File: src/rtl/pipe_ctrl_unit.sv
// Pipeline control for the 5-stage MIPS32 core: ID decode, ID/EX..MEM/WB control
// registers, load-use/branch hazard detection, forwarding selects and PC/flush control.
module pipe_ctrl_unit #(
    parameter int unsigned REGW     = 5,
    parameter int unsigned ZERO_REG = 1
) (
    input  logic            clk,
    input  logic            rst,
    input  logic [5:0]      op,
    input  logic [5:0]      func,
    input  logic [REGW-1:0] rs,
    input  logic [REGW-1:0] rt,
    input  logic [REGW-1:0] rd,
    input  logic            id_valid,
    input  logic            eq,
    input  logic            mem_ready,
    output logic            stall,
    output logic            hold,
    output logic            flush_if,
    output logic [1:0]      pc_sel,
    output logic            id_fwda,
    output logic            id_fwdb,
    output logic [1:0]      fwda,
    output logic [1:0]      fwdb,
    output logic [2:0]      ex_aluc,
    output logic            ex_alusrcb,
    output logic            mem_read,
    output logic            mem_write,
    output logic            wb_writereg,
    output logic            wb_mem2reg,
    output logic [REGW-1:0] wb_dest
);

    localparam int unsigned ALUW = 3;

    localparam logic [5:0] OP_RTYPE = 6'h00;
    localparam logic [5:0] OP_LW    = 6'h23;
    localparam logic [5:0] OP_SW    = 6'h2b;
    localparam logic [5:0] OP_BEQ   = 6'h04;
    localparam logic [5:0] OP_J     = 6'h02;

    localparam logic [5:0] F_ADD = 6'h20;
    localparam logic [5:0] F_SUB = 6'h22;
    localparam logic [5:0] F_AND = 6'h24;
    localparam logic [5:0] F_OR  = 6'h25;
    localparam logic [5:0] F_SLT = 6'h2a;

    typedef struct packed {
        logic            valid;
        logic            wreg;
        logic            mrd;
        logic            mwr;
        logic [ALUW-1:0] aluc;
        logic            alusrcb;
        logic [REGW-1:0] dest;
        logic [REGW-1:0] rs;
        logic [REGW-1:0] rt;
    } idex_t;

    typedef struct packed {
        logic            valid;
        logic            wreg;
        logic            mrd;
        logic            mwr;
        logic [REGW-1:0] dest;
    } exmem_t;

    typedef struct packed {
        logic            valid;
        logic            wreg;
        logic            mem2reg;
        logic [REGW-1:0] dest;
    } memwb_t;

    idex_t  dec;
    idex_t  idex;
    exmem_t exmem;
    memwb_t memwb;

    logic is_r;
    logic is_beq;
    logic is_j;
    logic use_rs;
    logic use_rt;
    logic load_use;
    logic br_haz;

    // ID decode; unsupported encodings and bubbles leave every control bit clear
    always_comb begin
        dec    = '0;
        is_r   = 1'b0;
        is_beq = 1'b0;
        is_j   = 1'b0;
        use_rs = 1'b0;
        use_rt = 1'b0;
        if (id_valid) begin
            case (op)
                OP_RTYPE: begin
                    case (func)
                        F_ADD:   begin is_r = 1'b1; dec.aluc = 3'b010; end
                        F_SUB:   begin is_r = 1'b1; dec.aluc = 3'b110; end
                        F_AND:   begin is_r = 1'b1; dec.aluc = 3'b000; end
                        F_OR:    begin is_r = 1'b1; dec.aluc = 3'b001; end
                        F_SLT:   begin is_r = 1'b1; dec.aluc = 3'b111; end
                        default: ;
                    endcase
                end
                OP_LW: begin
                    dec.mrd     = 1'b1;
                    dec.aluc    = 3'b010;
                    dec.alusrcb = 1'b1;
                    dec.wreg    = 1'b1;
                    dec.dest    = rt;
                    use_rs      = 1'b1;
                end
                OP_SW: begin
                    dec.mwr     = 1'b1;
                    dec.aluc    = 3'b010;
                    dec.alusrcb = 1'b1;
                    use_rs      = 1'b1;
                    use_rt      = 1'b1;
                end
                OP_BEQ: begin
                    is_beq = 1'b1;
                    use_rs = 1'b1;
                    use_rt = 1'b1;
                end
                OP_J:    is_j = 1'b1;
                default: ;
            endcase
        end
        if (is_r) begin
            dec.wreg = 1'b1;
            dec.dest = rd;
            use_rs   = 1'b1;
            use_rt   = 1'b1;
        end
        if (ZERO_REG != 0 && dec.dest == '0) begin
            dec.wreg = 1'b0;
        end
        if (!dec.wreg) begin
            dec.dest = '0;
        end
        dec.valid = id_valid;
        dec.rs    = rs;
        dec.rt    = rt;
    end

    // Hazard detection; a memory wait overrides everything
    always_comb begin
        load_use = idex.valid && idex.mrd && idex.wreg &&
                   ((use_rs && idex.dest == rs) || (use_rt && idex.dest == rt));
        br_haz   = is_beq &&
                   ((idex.wreg && (idex.dest == rs || idex.dest == rt)) ||
                    (exmem.mrd && exmem.wreg && (exmem.dest == rs || exmem.dest == rt)));
        hold     = exmem.valid && (exmem.mrd || exmem.mwr) && !mem_ready;
        stall    = hold || load_use || br_haz;
    end

    // Forwarding selects and PC redirect
    always_comb begin
        fwda     = 2'd0;
        fwdb     = 2'd0;
        pc_sel   = 2'd0;
        flush_if = 1'b0;
        if (idex.valid) begin
            if (exmem.wreg && !exmem.mrd && exmem.dest == idex.rs)      fwda = 2'd1;
            else if (memwb.wreg && memwb.dest == idex.rs)               fwda = 2'd2;
            if (exmem.wreg && !exmem.mrd && exmem.dest == idex.rt)      fwdb = 2'd1;
            else if (memwb.wreg && memwb.dest == idex.rt)               fwdb = 2'd2;
        end
        id_fwda = is_beq && exmem.wreg && !exmem.mrd && exmem.dest == rs;
        id_fwdb = is_beq && exmem.wreg && !exmem.mrd && exmem.dest == rt;
        if (!stall) begin
            if (is_j) begin
                pc_sel   = 2'd2;
                flush_if = 1'b1;
            end else if (is_beq && eq) begin
                pc_sel   = 2'd1;
                flush_if = 1'b1;
            end
        end
    end

    // Stage registers; on hold the front stays put and MEM/WB takes a bubble
    always_ff @(posedge clk or posedge rst) begin
        if (rst) begin
            idex  <= '0;
            exmem <= '0;
            memwb <= '0;
        end else if (hold) begin
            memwb <= '0;
        end else begin
            memwb.valid   <= exmem.valid;
            memwb.wreg    <= exmem.wreg;
            memwb.mem2reg <= exmem.mrd;
            memwb.dest    <= exmem.dest;
            exmem.valid   <= idex.valid;
            exmem.wreg    <= idex.wreg;
            exmem.mrd     <= idex.mrd;
            exmem.mwr     <= idex.mwr;
            exmem.dest    <= idex.dest;
            idex          <= stall ? '0 : dec;
        end
    end

    assign ex_aluc     = idex.aluc;
    assign ex_alusrcb  = idex.alusrcb;
    assign mem_read    = exmem.mrd;
    assign mem_write   = exmem.mwr;
    assign wb_writereg = memwb.valid && memwb.wreg;
    assign wb_mem2reg  = memwb.mem2reg;
    assign wb_dest     = memwb.dest;

endmodule

File: config.mk
export PLATFORM = sky130hd
export DESIGN_NAME = pipe_ctrl_unit
export DESIGN_NICKNAME = d
export VERILOG_FILES = /design/src/rtl/pipe_ctrl_unit.sv
export SDC_FILE = /design/constraint.sdc
export NUM_CORES = 1
export LEC_CHECK = 0
export CORE_AREA = 2 2 76 78
export CTS_CLUSTER_SIZE = 16
export DETAILED_ROUTE_END_ITERATION = 7
export DIE_AREA = 0 0 78 80
export PLACE_DENSITY = 0.86
export SLEW_MARGIN = 20
export SYNTH_ARGS = -nofsm -noshare
export SYNTH_HDL_FRONTEND = slang
export SYNTH_SLANG_ARGS = --single-unit
File: constraint.sdc
create_clock -name clk -period 1.45 [get_ports clk]
set_input_delay 0.145 -clock clk [delete_from_list [all_inputs] [get_ports clk]]
set_output_delay 0.145 -clock clk [all_outputs]
set_load 0.05 [all_outputs]
==> flow_summary.toml <==
[synth]
netlist_instances = 278
synth_cell_types = 38
synth_fa_ha_area_frac = 0
ys_seq_area_frac = 0.420
synth_compound_area_frac = 0.109
synth_area_per_cell_um2 = 8.58
synth_xor_area_frac = 0.140
yosys.area_share.simple = 0.260
yosysWarnings = 0
synth_top_family_by_area = "simple AND/OR/NAND/NOR gates"
syn_area_um2 = 2380
synthMuxAreaShare = 0.00420
ys_ff_latch = 40
syn-num-nets = 310

[die]
die_x_um = 78
fp.dieArea_um2 = 6240
start_util = 0.441
die_h_um = 80
io_pins = 56
core_um2 = 5410
rows = 27

[setup_path]
worstSetupStartpointType = "register"
critPathCaptureType = "output port"
cp_data_arrival_time_ps = 2200
cp.buffers_inverters = 2
critPathKind = "register to output port"
critical-path-max-stage-delay_ps = 480
crit_start = "exmem[2]"
reg2reg_from = "exmem[2]"
critPathTopFamily = "simple AND/OR/NAND/NOR gates"
path_cells = "xnor2_2 -> nand3_1 -> nor3_2 -> o2111ai_2 -> nand4_1 -> buf_12 -> nor2_4 -> buf_6"
crit_fanout = 4
crit_slowest_cell = "dfrtp_2"
required_ps = 1310

[finish]
syn_to_final_growth_pct = 89.7
layout-drive-gt1-share = 0.505
stdcell_count = 480
finalNetCount = 440
n_antenna_cell = 0
postLayoutCoreUtil = 0.837
nFillCells = 256

[route]
vias_per_cell = 5.71
drt-total-wl_mm = 9.57
via_count = 2741
wl_per_cell_um = 19.9
postRouteAntennaNets = 0
dr.pass1.iters = 4
drt_iter0_markers = 215
drc = 0

[sta]
final-hold-violation-count = 0
holdWs_ps = 207
finClkSkew_ps = 7.54
rsz0062_at_grt = "yes"
period_share = 1.62
setup_viol = 42
slew_headroom = 0.669
fmax_mhz = 426
fin_ws_ps = -899
tightest_slew_ps = 493
fin_crit_ps = 2350
drv_slew = 0

[power]
intPower_w = 0.00170
finalPower_w = 0.00234
power.density_nw_per_um2 = 518
power.share.combinational = 0.192
swShare = 0.272
seqPwrFrac = 0.498
p_sw_w = 0.000637
clkPwrFrac = 0.309
peakVddDrop_mv = 0.392
power_leakage_nw = 2.08

[clocking]
cts_tree = "built"
path_clk_slew_ps = 80
cts_buffers = 5
clk_latency_ps = 310
cts_htree_levels = 2
cts_root_buf = "clkbuf_8"
cts_sinks = 40
clockBufferDepth = 2

[global_route]
gr-usage-all-layers = 0.271
use_met1 = 0.290
grt.met2_usage = 0.515
grt_util_met3 = 0.0407
grt_pass1_vias = 2719
grt_pass1_wl_mm = 13.0
grt_antenna_before_repair = 0
top_usage_layer = "met2"
grt_max_degree = 41
overflow = 0

[place]
dp.cells = 455
io_buffers = 55
place_hpwl_mm = 5.25
gp_congestion = 0.874
pre_cts_ws_ps = -860

[flow_run]
max-cap-violations = 0

[status]
status = "complete, but fails checks"
violations = "negative setup slack"

[worst_hold_path]
min_path_type = "input pin to async pin"
[worst reg2reg max path, cell delays in order, from the launching register on]
cell	delay [ps]
dfrtp_2	480
xnor2_2	230
nand3_1	170
nor3_2	310
o2111ai_2	200
buf_4	180
nand3_4	110
buf_12	130
buf_16	130
o21ai_1	70
[cell usage after synthesis (all sizes together)]
cell type | number | area, um2
nand2 | 66 | 248
dfrtp | 40 | 1000
xnor2 | 29 | 254
o21ai | 21 | 105
buf | 17 | 115
and2 | 13 | 81.3
nand3 | 13 | 70.1
xor2 | 9 | 78.8
clkbuf | 8 | 30.0
nor3 | 7 | 35.0
a22o | 5 | 43.8
nand2b | 5 | 31.3
nor2 | 5 | 18.8
and3 | 4 | 26.3
inv | 4 | 15.0
nand4 | 4 | 25.0
o31ai | 4 | 30.0
nor4 | 3 | 18.8
o22ai | 3 | 18.8
a31oi | 2 | 12.5
nor2b | 2 | 12.5
o2111ai | 2 | 17.5
or3 | 2 | 12.5
a21oi | 1 | 5.00
a221o | 1 | 10.0
and3b | 1 | 8.76
and4 | 1 | 8.76
mux2i | 1 | 10.0
nor3b | 1 | 7.51
nor4bb | 1 | 10.0
o221ai | 1 | 8.76
o32ai | 1 | 8.76
or2 | 1 | 6.26
[stage by stage]
step | instance area, um2 | setup TNS (ps)
after floorplan | 2550 | -4990
after global placement | 3750 | -19960
after detailed placement | 3750 | -24300
after CTS | 4170 | -15800
after global routing | 4520 | -23550
final | 4520 | -22290
[layer usage]
layer / part of all wire / vias up / wire length [um]
li1: - / 1189 / -
met4: 0.063 / 0 / 606
met3: 0.068 / 56 / 648
met2: 0.53 / 152 / 5060
met1: 0.34 / 1344 / 3250
met5: 0 / - / 0
[worst paths after layout]
path	slack, ps	cells past startpoint	endpoint
setup / recovery	-900	8	pc_sel[1]
hold / removal	210	3	memwb[6]
setup reg to reg	-680	9	idex[2]
hold reg to reg	500	1	memwb[7]
max in group asynchronous	1030	3	mem_write
min in group clk	210	3	idex[22]
[layout by cell type, fill, tap and decap left out, drive strengths merged, types with 5 or more instances in the layout]
cell type / instances
buf: 115
nor3: 7
nand2b: 5
and2: 13
a22o: 5
nor2: 5
o21ai: 21
clkdlybuf4s50: 22
xnor2: 29
clkbuf: 8
dlymetal6s2s: 8
xor2: 9
dfrtp: 40
nand3: 13
nand2: 66
[cell type report]
type	count	area [um2]	share of cell area
inverter	4	20.0	0.00443
multi-input combinational	209	1720	0.380
tap	72	90.1	0.0199
clock buffer	6	72.6	0.0160
timing repair buffer	148	1610	0.356
sequential	40	1010	0.223
clock inverter	1	5.00	0.00111
[cell families after synthesis]
kind of cell / after synthesis
mux: 1
flops: 40
xor+xnor: 38
compound gates: 41
buf+inv: 29
simple gates: 129
[state kept, by name, indices dropped and copies added, names as in the netlist]
signal	flops
ex_aluc	3
ex_alusrcb	1
exmem	7
idex	19
mem_read	1
mem_write	1
memwb	2
wb_dest	5
wb_mem2reg	1
[what timing repair did]
| item | CTS | global route |
|---|---|---|
| gates cloned | 2 | 2 |
| setup endpoints to repair | 34 | 44 |
| gates resized for setup | 50 | 57 |
| pin swaps | 15 | 16 |
| hold buffers | 0 | 0 |
| setup buffers | 9 | 7 |
[power groups by stage]
stage | Sequential, W | Clock (W) | Combinational, W
floorplan | 0.00118 | 0 | 0.000142
global route | 0.00117 | 0.000767 | 0.000476
global placement | 0.00118 | 0 | 0.000358
CTS | 0.00116 | 0.000702 | 0.000394
detailed placement | 0.00118 | 0 | 0.000369
finish | 0.00117 | 0.000724 | 0.000451
(Power assumes the default switching activity.)
